===== src/rtl/pipe_mem_arbiter_pkg.sv =====
// Shared definitions for the IF/MEM single-port SRAM arbiter.
// Holds the FSM state encoding, the owner encoding and the default access length.
// Ports: none (package).
package pipe_mem_arbiter_pkg;

  typedef enum logic [1:0] {
    ST_IDLE   = 2'd0,
    ST_ACCESS = 2'd1,
    ST_RESP   = 2'd2
  } state_t;

  typedef enum logic {
    OWN_IF  = 1'b0,
    OWN_MEM = 1'b1
  } owner_t;

  localparam int WAIT_CYCLES_DEF = 4;
  localparam int CNT_W           = 4;

endpackage


===== src/rtl/pipe_mem_arbiter.sv =====
// Arbitrates the IF (fetch) and MEM (load/store) pipeline stages onto one
// asynchronous SRAM; MEM has priority, each access takes WAIT_CYCLES clocks.
// Ports: clk/rst; i_if_* fetch request; i_mem_* load/store request;
//        o_*_ready/o_*_rdata completions; o_*_stall pipeline freezes;
//        o_sram_*/i_sram_rdata SRAM pins (active-low enables).
module pipe_mem_arbiter
  import pipe_mem_arbiter_pkg::*;
#(
  parameter int WAIT_CYCLES = WAIT_CYCLES_DEF,
  parameter int ADDR_W      = 18
) (
  input  logic              clk,
  input  logic              rst,
  input  logic              i_if_req,
  input  logic [31:0]       i_if_addr,
  input  logic              i_mem_rd,
  input  logic              i_mem_wr,
  input  logic [31:0]       i_mem_addr,
  input  logic [31:0]       i_mem_wdata,
  output logic              o_if_ready,
  output logic              o_mem_ready,
  output logic [31:0]       o_if_rdata,
  output logic [31:0]       o_mem_rdata,
  output logic              o_if_stall,
  output logic              o_mem_stall,
  output logic [ADDR_W-1:0] o_sram_addr,
  output logic [31:0]       o_sram_wdata,
  input  logic [31:0]       i_sram_rdata,
  output logic              o_sram_we_n,
  output logic              o_sram_oe_n
);

  localparam logic [CNT_W-1:0] CNT_LAST   = CNT_W'(WAIT_CYCLES - 1);
  // Last count with WE low; WE rises one cycle before the access ends so
  // address and data stay stable across the WE rising edge.
  localparam logic [CNT_W-1:0] CNT_WE_END = CNT_W'(WAIT_CYCLES - 2);

  state_t             r_state;
  owner_t             r_owner;
  logic               r_is_wr;
  logic [CNT_W-1:0]   r_cnt;
  logic [ADDR_W-1:0]  r_sram_addr;
  logic [31:0]        r_sram_wdata;
  logic               r_we_n;
  logic               r_oe_n;
  logic [31:0]        r_if_rdata;
  logic [31:0]        r_mem_rdata;

  logic               w_mem_req;
  logic               w_resp;
  logic               w_unused_addr;

  assign w_mem_req = i_mem_rd | i_mem_wr;
  assign w_resp    = (r_state == ST_RESP);

  // Only the word-address bits reach the SRAM; the rest are intentionally dropped.
  assign w_unused_addr = ^{i_if_addr, i_mem_addr};

  // Ready is gated by the owner's live request so a flushed fetch (or a
  // dropped MEM request) never sees a completion.
  assign o_if_ready  = w_resp && (r_owner == OWN_IF)  && i_if_req;
  assign o_mem_ready = w_resp && (r_owner == OWN_MEM) && w_mem_req;

  assign o_if_stall  = i_if_req  & ~o_if_ready;
  assign o_mem_stall = w_mem_req & ~o_mem_ready;

  assign o_if_rdata   = r_if_rdata;
  assign o_mem_rdata  = r_mem_rdata;
  assign o_sram_addr  = r_sram_addr;
  assign o_sram_wdata = r_sram_wdata;
  assign o_sram_we_n  = r_we_n;
  assign o_sram_oe_n  = r_oe_n;

  always_ff @(posedge clk or posedge rst) begin
    if (rst) begin
      r_state      <= ST_IDLE;
      r_owner      <= OWN_IF;
      r_is_wr      <= 1'b0;
      r_cnt        <= '0;
      r_sram_addr  <= '0;
      r_sram_wdata <= '0;
      r_we_n       <= 1'b1;
      r_oe_n       <= 1'b1;
      r_if_rdata   <= '0;
      r_mem_rdata  <= '0;
    end else begin
      case (r_state)
        ST_IDLE: begin
          // MEM is the older instruction, so it wins any tie.
          if (w_mem_req) begin
            r_owner      <= OWN_MEM;
            r_is_wr      <= i_mem_wr;
            r_cnt        <= '0;
            r_sram_addr  <= i_mem_addr[ADDR_W+1:2];
            r_sram_wdata <= i_mem_wdata;
            r_we_n       <= ~i_mem_wr;
            r_oe_n       <= i_mem_wr;
            r_state      <= ST_ACCESS;
          end else if (i_if_req) begin
            r_owner     <= OWN_IF;
            r_is_wr     <= 1'b0;
            r_cnt       <= '0;
            r_sram_addr <= i_if_addr[ADDR_W+1:2];
            r_oe_n      <= 1'b0;
            r_state     <= ST_ACCESS;
          end
        end
        ST_ACCESS: begin
          r_cnt <= r_cnt + 1'b1;
          if (r_is_wr && (r_cnt == CNT_WE_END)) begin
            r_we_n <= 1'b1;
          end
          if (r_cnt == CNT_LAST) begin
            r_cnt   <= '0;
            r_we_n  <= 1'b1;
            r_oe_n  <= 1'b1;
            r_state <= ST_RESP;
            if (!r_is_wr) begin
              if (r_owner == OWN_MEM) begin
                r_mem_rdata <= i_sram_rdata;
              end else begin
                r_if_rdata <= i_sram_rdata;
              end
            end
          end
        end
        ST_RESP: begin
          r_state <= ST_IDLE;
        end
        default: begin
          r_state <= ST_IDLE;
        end
      endcase
    end
  end

endmodule


===== config.mk =====
export PLATFORM = sky130hd
export DESIGN_NAME = pipe_mem_arbiter
export DESIGN_NICKNAME = d
export VERILOG_FILES = /design/src/rtl/pipe_mem_arbiter_pkg.sv /design/src/rtl/pipe_mem_arbiter.sv
export SDC_FILE = /design/constraint.sdc
export NUM_CORES = 1
export LEC_CHECK = 0
export CAP_MARGIN = 30
export CORE_ASPECT_RATIO = 1.1
export CORE_UTILIZATION = 50
export CTS_BUF_LIST = sky130_fd_sc_hd__clkbuf_4 sky130_fd_sc_hd__clkbuf_8
export DETAILED_ROUTE_END_ITERATION = 8
export DONT_BUFFER_PORTS = 1
export GPL_TIMING_DRIVEN = 0
export SLEW_MARGIN = 40
export SYNTH_ARGS = -nofsm -noshare
export SYNTH_HDL_FRONTEND = slang
export SYNTH_SLANG_ARGS = --single-unit

===== constraint.sdc =====
create_clock -name clk -period 10.9 [get_ports clk]
set_input_delay 2.18 -clock clk [delete_from_list [all_inputs] [get_ports clk]]
set_output_delay 2.18 -clock clk [all_outputs]
set_load 0.01 [all_outputs]

==> impl_metrics.py, run 1 <==
metrics = {
    "clock_tree": {
        "cts_tree": "built",
        "ctsResizeCount": 0,
        "clockBufferDepth": 2,
        "post-cts-setup-buffers": 0,
        "cts-buffers-inserted": 17,
        "numClockSinks": 124,
        "cts_hold_buf": 0,
        "clk_pin_slew_ns": 0.06,
        "root_buffer": "clkbuf_8",
        "clk_latency_ns": 0.43,
        "htree_levels": 4,
    },
    "critical_path": {
        "crit_fanout": 10,
        "path_buf_inv": 2,
        "worst_ep_required_time_ns": 8.72,
        "r2r-end": "o_if_rdata[2]",
        "cpPeakStageDelay_ns": 0.59,
        "crit_type": "primary input to output pin",
        "cp_slowest_cell": "nor4b_1",
        "path_cells": "buf_2 -> nor2_1 -> clkbuf_1 -> nor4b_1",
        "r2r_slack_ns": 9.05,
        "crit_cells": 4,
        "start_kind": "primary input",
        "crit_end": "o_mem_ready",
        "r2r_cells": 4,
        "r2r-start": "r_cnt[3]",
        "startpoint": "i_mem_wr",
        "crit_family": "simple AND/OR/NAND/NOR gates",
        "worstPathArrival_ns": 3.26,
        "endpoint_kind": "output pin",
    },
    "floorplan": {
        "dieWidth_um": 97.3,
        "die_h_um": 107,
        "dieArea_mm2": 0.0104,
        "rows": 37,
        "initial_core_util_pct": 52.4,
        "num_io_pins": 253,
        "fp.coreArea_mm2": 0.00954,
    },
    "sta": {
        "setup_viol": 0,
        "fin_worst_skew_ns": 0.0131,
        "tns_ns": 0,
        "hold_viol": 0,
        "fin_crit_ns": 5.44,
        "fmax_mhz": 184,
        "drv_slew": 0,
        "worst_pin_slew_ns": 0.597,
        "finalCritPeriodShare_pct": 49.9,
        "rsz0062_at_grt": "no",
        "slew_headroom_pct": 59.7,
        "holdWs_ns": 0.548,
    },
    "flow_run": {
        "cap_violations": 0,
    },
    "routing": {
        "vias": 2754,
        "drt_pass1_iterations": 4,
        "ant_nets": 0,
        "drc": 0,
        "via_per_inst": 5.83,
        "dr.first_iter.drc_count": 63,
        "wl_per_cell_um": 20.5,
        "wl_um": 9700,
    },
    "synthesis": {
        "synth_cells": 322,
        "netlist_area_mm2": 0.00500,
        "ys_seq_area_share_pct": 62.2,
        "ys_types": 32,
        "synthesis.nets": 457,
        "yosys_warnings": 0,
        "synth-seq-cells": 124,
        "syn_area_per_cell_um2": 15.5,
    },
    "power_and_ir_drop": {
        "vdd_drop_max_v": 0.000171,
        "power_density_mw_per_mm2": 323,
        "p_leak_nw": 2.43,
        "p_total_w": 0.00182,
    },
    "cells_and_area": {
        "fin_nets": 477,
        "diodes": 0,
        "mostFrequentLayoutCells": "mux2_2, dfrtp_1, clkbuf_8",
        "layout_commonest_cell": "mux2_2",
        "finalInstanceArea_mm2": 0.00564,
        "fillers": 783,
        "syn2layout_area_growth_pct": 12.9,
        "final_layout_size_suffix_gt1_share_pct": 51.3,
    },
    "global_route": {
        "track_usage_pct": 19.1,
        "grt_pass1_vias": 2939,
        "grt_antenna_before_repair": 0,
        "grt-ovfl-total": 0,
        "grt_pass1_wl_um": 15000,
        "grt_max_degree": 77,
    },
    "place": {
        "dp_hpwl_um": 7060,
        "dpl_cell_area_mm2": 0.00518,
        "place_congestion": 0.733,
        "portBuffers": 0,
    },
    "status": {
        "status": "finished clean",
    },
    "worst_hold_path": {
        "hold_class": "register to register",
    },
}
-- power breakdown --
part	switching (W)	internal (W)
Sequential	0.000278	0.000696
Clock	0.000183	0.000279
Combinational	0.000144	0.000243
Total	0.000605	0.00122
-- metrics by stage --
| stage | instances | setup WS (ns) | utilization (%) |
|---|---|---|---|
| global placement | 439 | 4.14 | 53.9 |
| floorplan | 322 | 5.42 | - |
| finish | 472 | 5.46 | 59.1 |
| CTS | 472 | 5.41 | 59.1 |
| detailed placement | 440 | 5.41 | 54.3 |
| global route | 472 | 5.34 | 59.1 |
-- how the worst min path moves through the flow --
| stage | from | to | cells past startpoint |
|---|---|---|---|
| after CTS | r_cnt[0] | r_cnt[0] | 1 |
| after global placement | o_sram_we_n | o_sram_we_n | 2 |
| after detailed placement | r_cnt[0] | r_cnt[0] | 1 |
| final | r_cnt[0] | r_cnt[0] | 1 |
| after floorplan | r_cnt[0] | r_cnt[0] | 1 |
| after global routing | r_cnt[0] | r_cnt[0] | 1 |
-- flip-flops by register name, indices dropped and copies added, names as in the netlist --
signal        cells
r_owner           1
r_is_wr           1
r_state           2
o_sram_oe_n       1
o_sram_we_n       1
o_sram_wdata     32
o_sram_addr      18
o_mem_rdata      32
r_cnt             4
o_if_rdata       32
-- cell type report --
class / count / area (µm²) / share of cell area, %
flip-flops and latches: 124 / 3110 / 55.1
multi-input cells: 177 / 1790 / 31.8
clock buffers: 19 / 249 / 4.41
clock inverters: 13 / 214 / 3.79
well taps: 117 / 146 / 2.60
plain buffers: 15 / 73.8 / 1.31
inverters: 6 / 30.0 / 0.532
repair buffers: 1 / 27.5 / 0.488
-- cells by family after synthesis --
kind of cell	share of synthesized area, %
adder cells (fa/ha/maj)	0.501
AND/OR/NAND/NOR	2.48
flip-flops	62.2
AO/OA/AOI/OAI	2.78
multiplexers	30.2
buffers and inverters	1.93
-- metal layers --
layer | wire length (µm) | share of wire, % | track usage (%) | vias to the layer above
met5 | 0 | 0 | 0 | -
met4 | 157 | 1.6 | 8.09 | 0
met3 | 1100 | 11 | 10.1 | 10
met2 | 5020 | 52 | 31.5 | 147
met1 | 3420 | 35 | 20.6 | 1402
li1 | - | - | - | 1195
-- synthesized netlist by cell type, drive strengths merged --
| cell | count | area, µm² |
|---|---|---|
| o21ai | 8 | 40.0 |
| nor4b | 2 | 17.5 |
| nor2 | 7 | 26.3 |
| a21oi | 2 | 10.0 |
| and2b | 1 | 7.51 |
| nor4 | 1 | 6.26 |
| mux2 | 132 | 1490 |
| o2bb2ai | 1 | 8.76 |
| dfstp | 2 | 52.6 |
| and3 | 1 | 6.26 |
| inv | 6 | 22.5 |
| mux2i | 2 | 20.0 |
| nand2 | 2 | 7.51 |
| nor2b | 1 | 6.26 |
| nor4bb | 1 | 10.0 |
| a31o | 1 | 8.76 |
| a21o | 1 | 7.51 |
| ha | 2 | 25.0 |
| clkbuf | 1 | 3.75 |
| a31oi | 3 | 18.8 |
| o31a | 1 | 8.76 |
| nand2b | 1 | 6.26 |
| a222oi | 1 | 10.0 |
| o31ai | 1 | 7.51 |
| buf | 14 | 70.1 |
| dfrtp | 122 | 3050 |
| nand3 | 1 | 5.00 |
| a21bo | 1 | 10.0 |
| nand4 | 2 | 25.0 |
| a22o | 1 | 8.76 |
Power figures use the tool's default switching activity.
==> run 2: changes to the inputs <==
PLACE_DENSITY = 0.68   (was default)
clock period = 4.92 ns   (was 10.9 ns; I/O delays follow)
==> run 2 against run 1 <==
Against the previous run:
- design area shrank 1.7%
- non-clock buffer count did not move
- clock-buffer cell count rose by 4
- register-to-register slack worse by 6.0 ns
- clock power increased by 76%
- worst hold slack got worse by 0.12 ns
- largest cell class unchanged
==> impl_metrics.py, run 2 (same netlist as run 1, synthesis figures left out) <==
metrics = {
    "routing": {
        "drc": 0,
        "via_per_inst": 5.78,
        "vias": 2721,
        "wl_um": 9540,
        "ant_nets": 0,
        "drt_pass1_iterations": 4,
        "dr.first_iter.drc_count": 60,
        "wl_per_cell_um": 20.3,
    },
    "critical_path": {
        "r2r-start": "r_state[1]",
        "crit_type": "primary input to output pin",
        "start_kind": "primary input",
        "worstPathArrival_ns": 2.05,
        "worst_ep_required_time_ns": 3.94,
        "startpoint": "i_mem_wr",
        "r2r-end": "o_sram_wdata[10]",
        "endpoint_kind": "output pin",
        "r2r_cells": 5,
        "crit_fanout": 10,
        "crit_end": "o_mem_ready",
        "r2r_slack_ns": 3.08,
    },
    "sta": {
        "layout_setup_ws_ns": 1.88,
        "setup_viol": 0,
        "slew_headroom_pct": 55.6,
        "rsz0062_at_grt": "no",
        "fin_worst_skew_ns": 0.00808,
        "drv_slew": 0,
        "worst_pin_slew_ns": 0.656,
        "hold_viol": 0,
        "finalCritPeriodShare_pct": 61.7,
        "fin_crit_ns": 3.04,
        "fmax_mhz": 329,
    },
    "global_route": {
        "grt_util_met1_pct": 19.7,
        "grt_pass1_vias": 2934,
        "gr-usage-met3_pct": 7.82,
        "met2_usage_pct": 33.7,
        "track_usage_pct": 19.2,
        "grt-ovfl-total": 0,
        "busiest_layer": "met2",
        "grt_max_degree": 65,
        "grt_pass1_wl_um": 15200,
        "grt_antenna_before_repair": 0,
    },
    "place": {
        "dpl_cell_area_mm2": 0.00518,
        "place_congestion": 0.739,
        "post-place-ws_ns": 1.84,
        "dp_hpwl_um": 6860,
        "portBuffers": 0,
    },
    "power_and_ir_drop": {
        "p_leak_nw": 2.39,
        "power_density_mw_per_mm2": 691,
        "p_total_w": 0.00383,
        "vdd_drop_max_v": 0.000352,
    },
    "clock_tree": {
        "root_buffer": "clkbuf_8",
        "cts_hold_buf": 0,
        "numClockSinks": 124,
        "clockBufferDepth": 2,
        "clk_latency_ns": 0.43,
        "post-cts-setup-buffers": 0,
        "htree_levels": 4,
        "cts-buffers-inserted": 17,
        "clk_pin_slew_ns": 0.07,
        "cts_tree": "built",
        "ctsResizeCount": 0,
    },
    "worst_hold_path": {
        "hold_class": "primary input to asynchronous set/reset pin",
    },
    "floorplan": {
        "dieWidth_um": 97.3,
        "initial_core_util_pct": 52.4,
        "fp.coreArea_mm2": 0.00954,
        "dieArea_mm2": 0.0104,
        "num_io_pins": 253,
        "rows": 37,
        "die_h_um": 107,
    },
    "cells_and_area": {
        "fin_nets": 477,
        "syn2layout_area_growth_pct": 10.9,
        "finalInstanceArea_mm2": 0.00554,
        "mostFrequentLayoutCells": "mux2_2, dfrtp_1, clkbuf_8",
        "final_layout_size_suffix_gt1_share_pct": 51.1,
        "diodes": 0,
        "layout_commonest_cell": "mux2_2",
        "post-route-util_pct": 58.1,
    },
    "status": {
        "status": "finished clean",
    },
    "flow_run": {
        "cap_violations": 0,
    },
}
==> run 2: through the flow <==
stage,cells,TNS (ns),hold WS [ns]
finish,471,0,0.428
floorplan,322,0,0.500
detailed placement,440,0,0.548
global placement,439,-61.62,0.539
CTS,471,0,0.420
global route,471,0,0.436
==> run 2: critical path, stage by stage <==
cell and delay, ns:
buf_2 0.15, nor2_1 0.07, clkbuf_1 0.25, nor4b_1 0.60
==> run 2: layout make-up <==
type / instances / area [µm²]
Inverter: 6 / 30.0
Fill cell: 798 / 3990
Clock inverter: 8 / 67.6
Multi-Input combinational cell: 177 / 1790
Sequential cell: 124 / 3110
Buffer: 15 / 73.8
Tap cell: 117 / 146
Clock buffer: 23 / 298
Timing Repair Buffer: 1 / 27.5
==> run 2: worst min-delay path by stage <==
stage                 endpoint  slack [ns]        start  cells past startpoint
2_1_floorplan         r_cnt[0]        0.50     r_cnt[0]                      1
3_3_place_gp          r_cnt[0]        0.54     r_cnt[0]                      1
3_5_place_dp       o_sram_we_n        0.55  o_sram_we_n                      2
4_1_cts        o_mem_rdata[26]        0.42          rst                      1
5_1_grt        o_mem_rdata[25]        0.44          rst                      1
6_report       o_mem_rdata[26]        0.43          rst                      1
==> run 2: routing by layer <==
| metal | wire, µm | share of wire, % |
|---|---|---|
| met5 | 0 | 0 |
| met4 | 210 | 2.2 |
| met3 | 955 | 10 |
| met2 | 5150 | 54 |
| met1 | 3230 | 34 |
==> run 2: power by group <==
group | switching, W | internal (W)
registers | 0.000614 | 0.00154
clock network | 0.000365 | 0.000448
logic | 0.000322 | 0.000538
total | 0.00130 | 0.00253
==> run 3: changes to the inputs <==
clock period = 2.64 ns   (was 4.92 ns; I/O delays follow)
==> run 3 against run 2 <==
Against the previous run:
- worst setup slack lost 1.4 ns
- total power grew 99%
- clock-buffer cell count shrank 2
- worst hold slack lost 0.40 ns
- final cell count grew 0.85%
- utilization grew 1.8 points
==> impl_metrics.py, run 3 (same netlist as run 1, synthesis figures left out) <==
metrics = {
    "flow_run": {
        "cap_violations": 0,
    },
    "floorplan": {
        "initial_core_util_pct": 52.4,
        "rows": 37,
        "dieWidth_um": 97.3,
        "fp.coreArea_mm2": 0.00954,
        "die_h_um": 107,
        "dieArea_mm2": 0.0104,
        "num_io_pins": 253,
    },
    "routing": {
        "ant_nets": 0,
        "drt_pass1_iterations": 4,
        "vias": 2730,
        "drc": 0,
        "via_per_inst": 5.75,
        "dr.first_iter.drc_count": 59,
        "wl_per_cell_um": 20.3,
        "wl_um": 9660,
    },
    "sta": {
        "fin_crit_ns": 2.18,
        "hold_viol": 0,
        "layout_setup_ws_ns": 0.462,
        "slew_headroom_pct": 55.4,
        "setup_viol": 0,
        "fin_worst_skew_ns": 0.0104,
        "fmax_mhz": 459,
        "rsz0062_at_grt": "no",
        "drv_slew": 0,
        "worst_pin_slew_ns": 0.660,
        "finalCritPeriodShare_pct": 82.5,
        "tns_ns": 0,
    },
    "global_route": {
        "met2_usage_pct": 32.4,
        "grt_util_met1_pct": 20.1,
        "busiest_layer": "met2",
        "gr-usage-met3_pct": 7.95,
        "grt-ovfl-total": 0,
        "grt_pass1_vias": 3056,
        "grt_max_degree": 28,
        "track_usage_pct": 18.9,
        "grt_pass1_wl_um": 15200,
        "grt_antenna_before_repair": 0,
    },
    "clock_tree": {
        "clockBufferDepth": 2,
        "cts_tree": "built",
        "root_buffer": "clkbuf_8",
        "post-cts-setup-buffers": 0,
        "clk_pin_slew_ns": 0.08,
        "numClockSinks": 124,
        "cts-buffers-inserted": 17,
        "clk_latency_ns": 0.42,
        "htree_levels": 4,
        "ctsResizeCount": 0,
        "cts_hold_buf": 0,
    },
    "cells_and_area": {
        "layout_commonest_cell": "mux2_2",
        "finalInstanceArea_mm2": 0.00571,
        "mostFrequentLayoutCells": "mux2_2, dfrtp_1, clkbuf_8",
        "diodes": 0,
        "area.sequential_mm2": 0.00311,
        "fillers": 750,
        "fin_nets": 480,
        "final_layout_size_suffix_gt1_share_pct": 51.7,
        "multi_input_area_mm2": 0.00179,
        "post-route-util_pct": 59.9,
        "syn2layout_area_growth_pct": 14.3,
    },
    "power_and_ir_drop": {
        "p_leak_nw": 2.45,
        "vdd_drop_max_v": 0.000706,
        "power_density_mw_per_mm2": 1330,
    },
    "place": {
        "place_congestion": 0.725,
        "post-place-ws_ns": 0.480,
        "dpl_cell_area_mm2": 0.00523,
        "dp_hpwl_um": 7190,
        "portBuffers": 0,
    },
    "worst_hold_path": {
        "hold_class": "primary input to asynchronous set/reset pin",
    },
    "status": {
        "status": "finished clean",
    },
    "critical_path": {
        "crit_fanout": 10,
        "worstPathArrival_ns": 1.65,
        "crit_type": "primary input to output pin",
        "r2r_cells": 4,
        "r2r-end": "o_if_rdata[1]",
        "worst_ep_required_time_ns": 2.11,
        "crit_end": "o_mem_ready",
        "start_kind": "primary input",
        "endpoint_kind": "output pin",
        "startpoint": "i_mem_wr",
        "r2r-start": "r_cnt[3]",
        "r2r_slack_ns": 0.80,
    },
}
[run 3: cell count changes in the layout (fill, tap and decap cells not counted)]
cell	previous run	this run
clkbuf_8	20	18
buf_16	1	0
inv_8	1	0
clkinvlp_4	1	5
bufinv_16	1	6
clkinv_2	6	1
buf_12	0	4
[run 3: worst min-delay path by stage]
stage                        start          endpoint  slack [ns]  cells past startpoint
final                          rst  o_sram_wdata[23]        0.02                      1
after global routing           rst   o_sram_wdata[1]        0.04                      1
after CTS                      rst  o_sram_wdata[23]        0.02                      1
after detailed placement       rst  o_sram_wdata[22]        0.48                      1
after global placement    r_cnt[0]          r_cnt[0]        0.54                      1
after floorplan           r_cnt[0]          r_cnt[0]        0.50                      1
[run 3: layer usage]
layer	share of wire, %	vias to the layer above
li1	-	1195
met1	35	1376
met2	53	139
met3	9.7	20
met4	2.4	0
met5	0	-
[run 3: metrics by stage]
step                      instances  total power (W)  hold slack (ns)
final                           475          0.00762           0.0247
after global routing            475          0.00804           0.0372
after CTS                       475          0.00772           0.0176
after detailed placement        443          0.00570            0.476
after global placement          439          0.00559            0.542
after floorplan                 322          0.00521            0.500
[run 3: worst max-delay path: stages]
cell	delay, ns
buf_2	0.15
nor2_1	0.08
clkbuf_1	0.26
nor4b_1	0.63
[run 3: cell type report]
class / count / area share, %
inverters: 6 / 0.460
clock buffers: 21 / 4.73
plain buffers: 15 / 1.29
clock inverters: 11 / 3.77
repair buffers: 4 / 1.40
well taps: 117 / 2.56
flip-flops and latches: 124 / 54.4
multi-input cells: 177 / 31.4
[run 3: power breakdown]
| part | leakage (nW) | switching [W] | internal, W |
|---|---|---|---|
| Combinational | 0.765 | 0.000600 | 0.00101 |
| Clock | 0.233 | 0.000719 | 0.00128 |
| Sequential | 1.45 | 0.00114 | 0.00288 |
| Total | 2.45 | 0.00246 | 0.00516 |
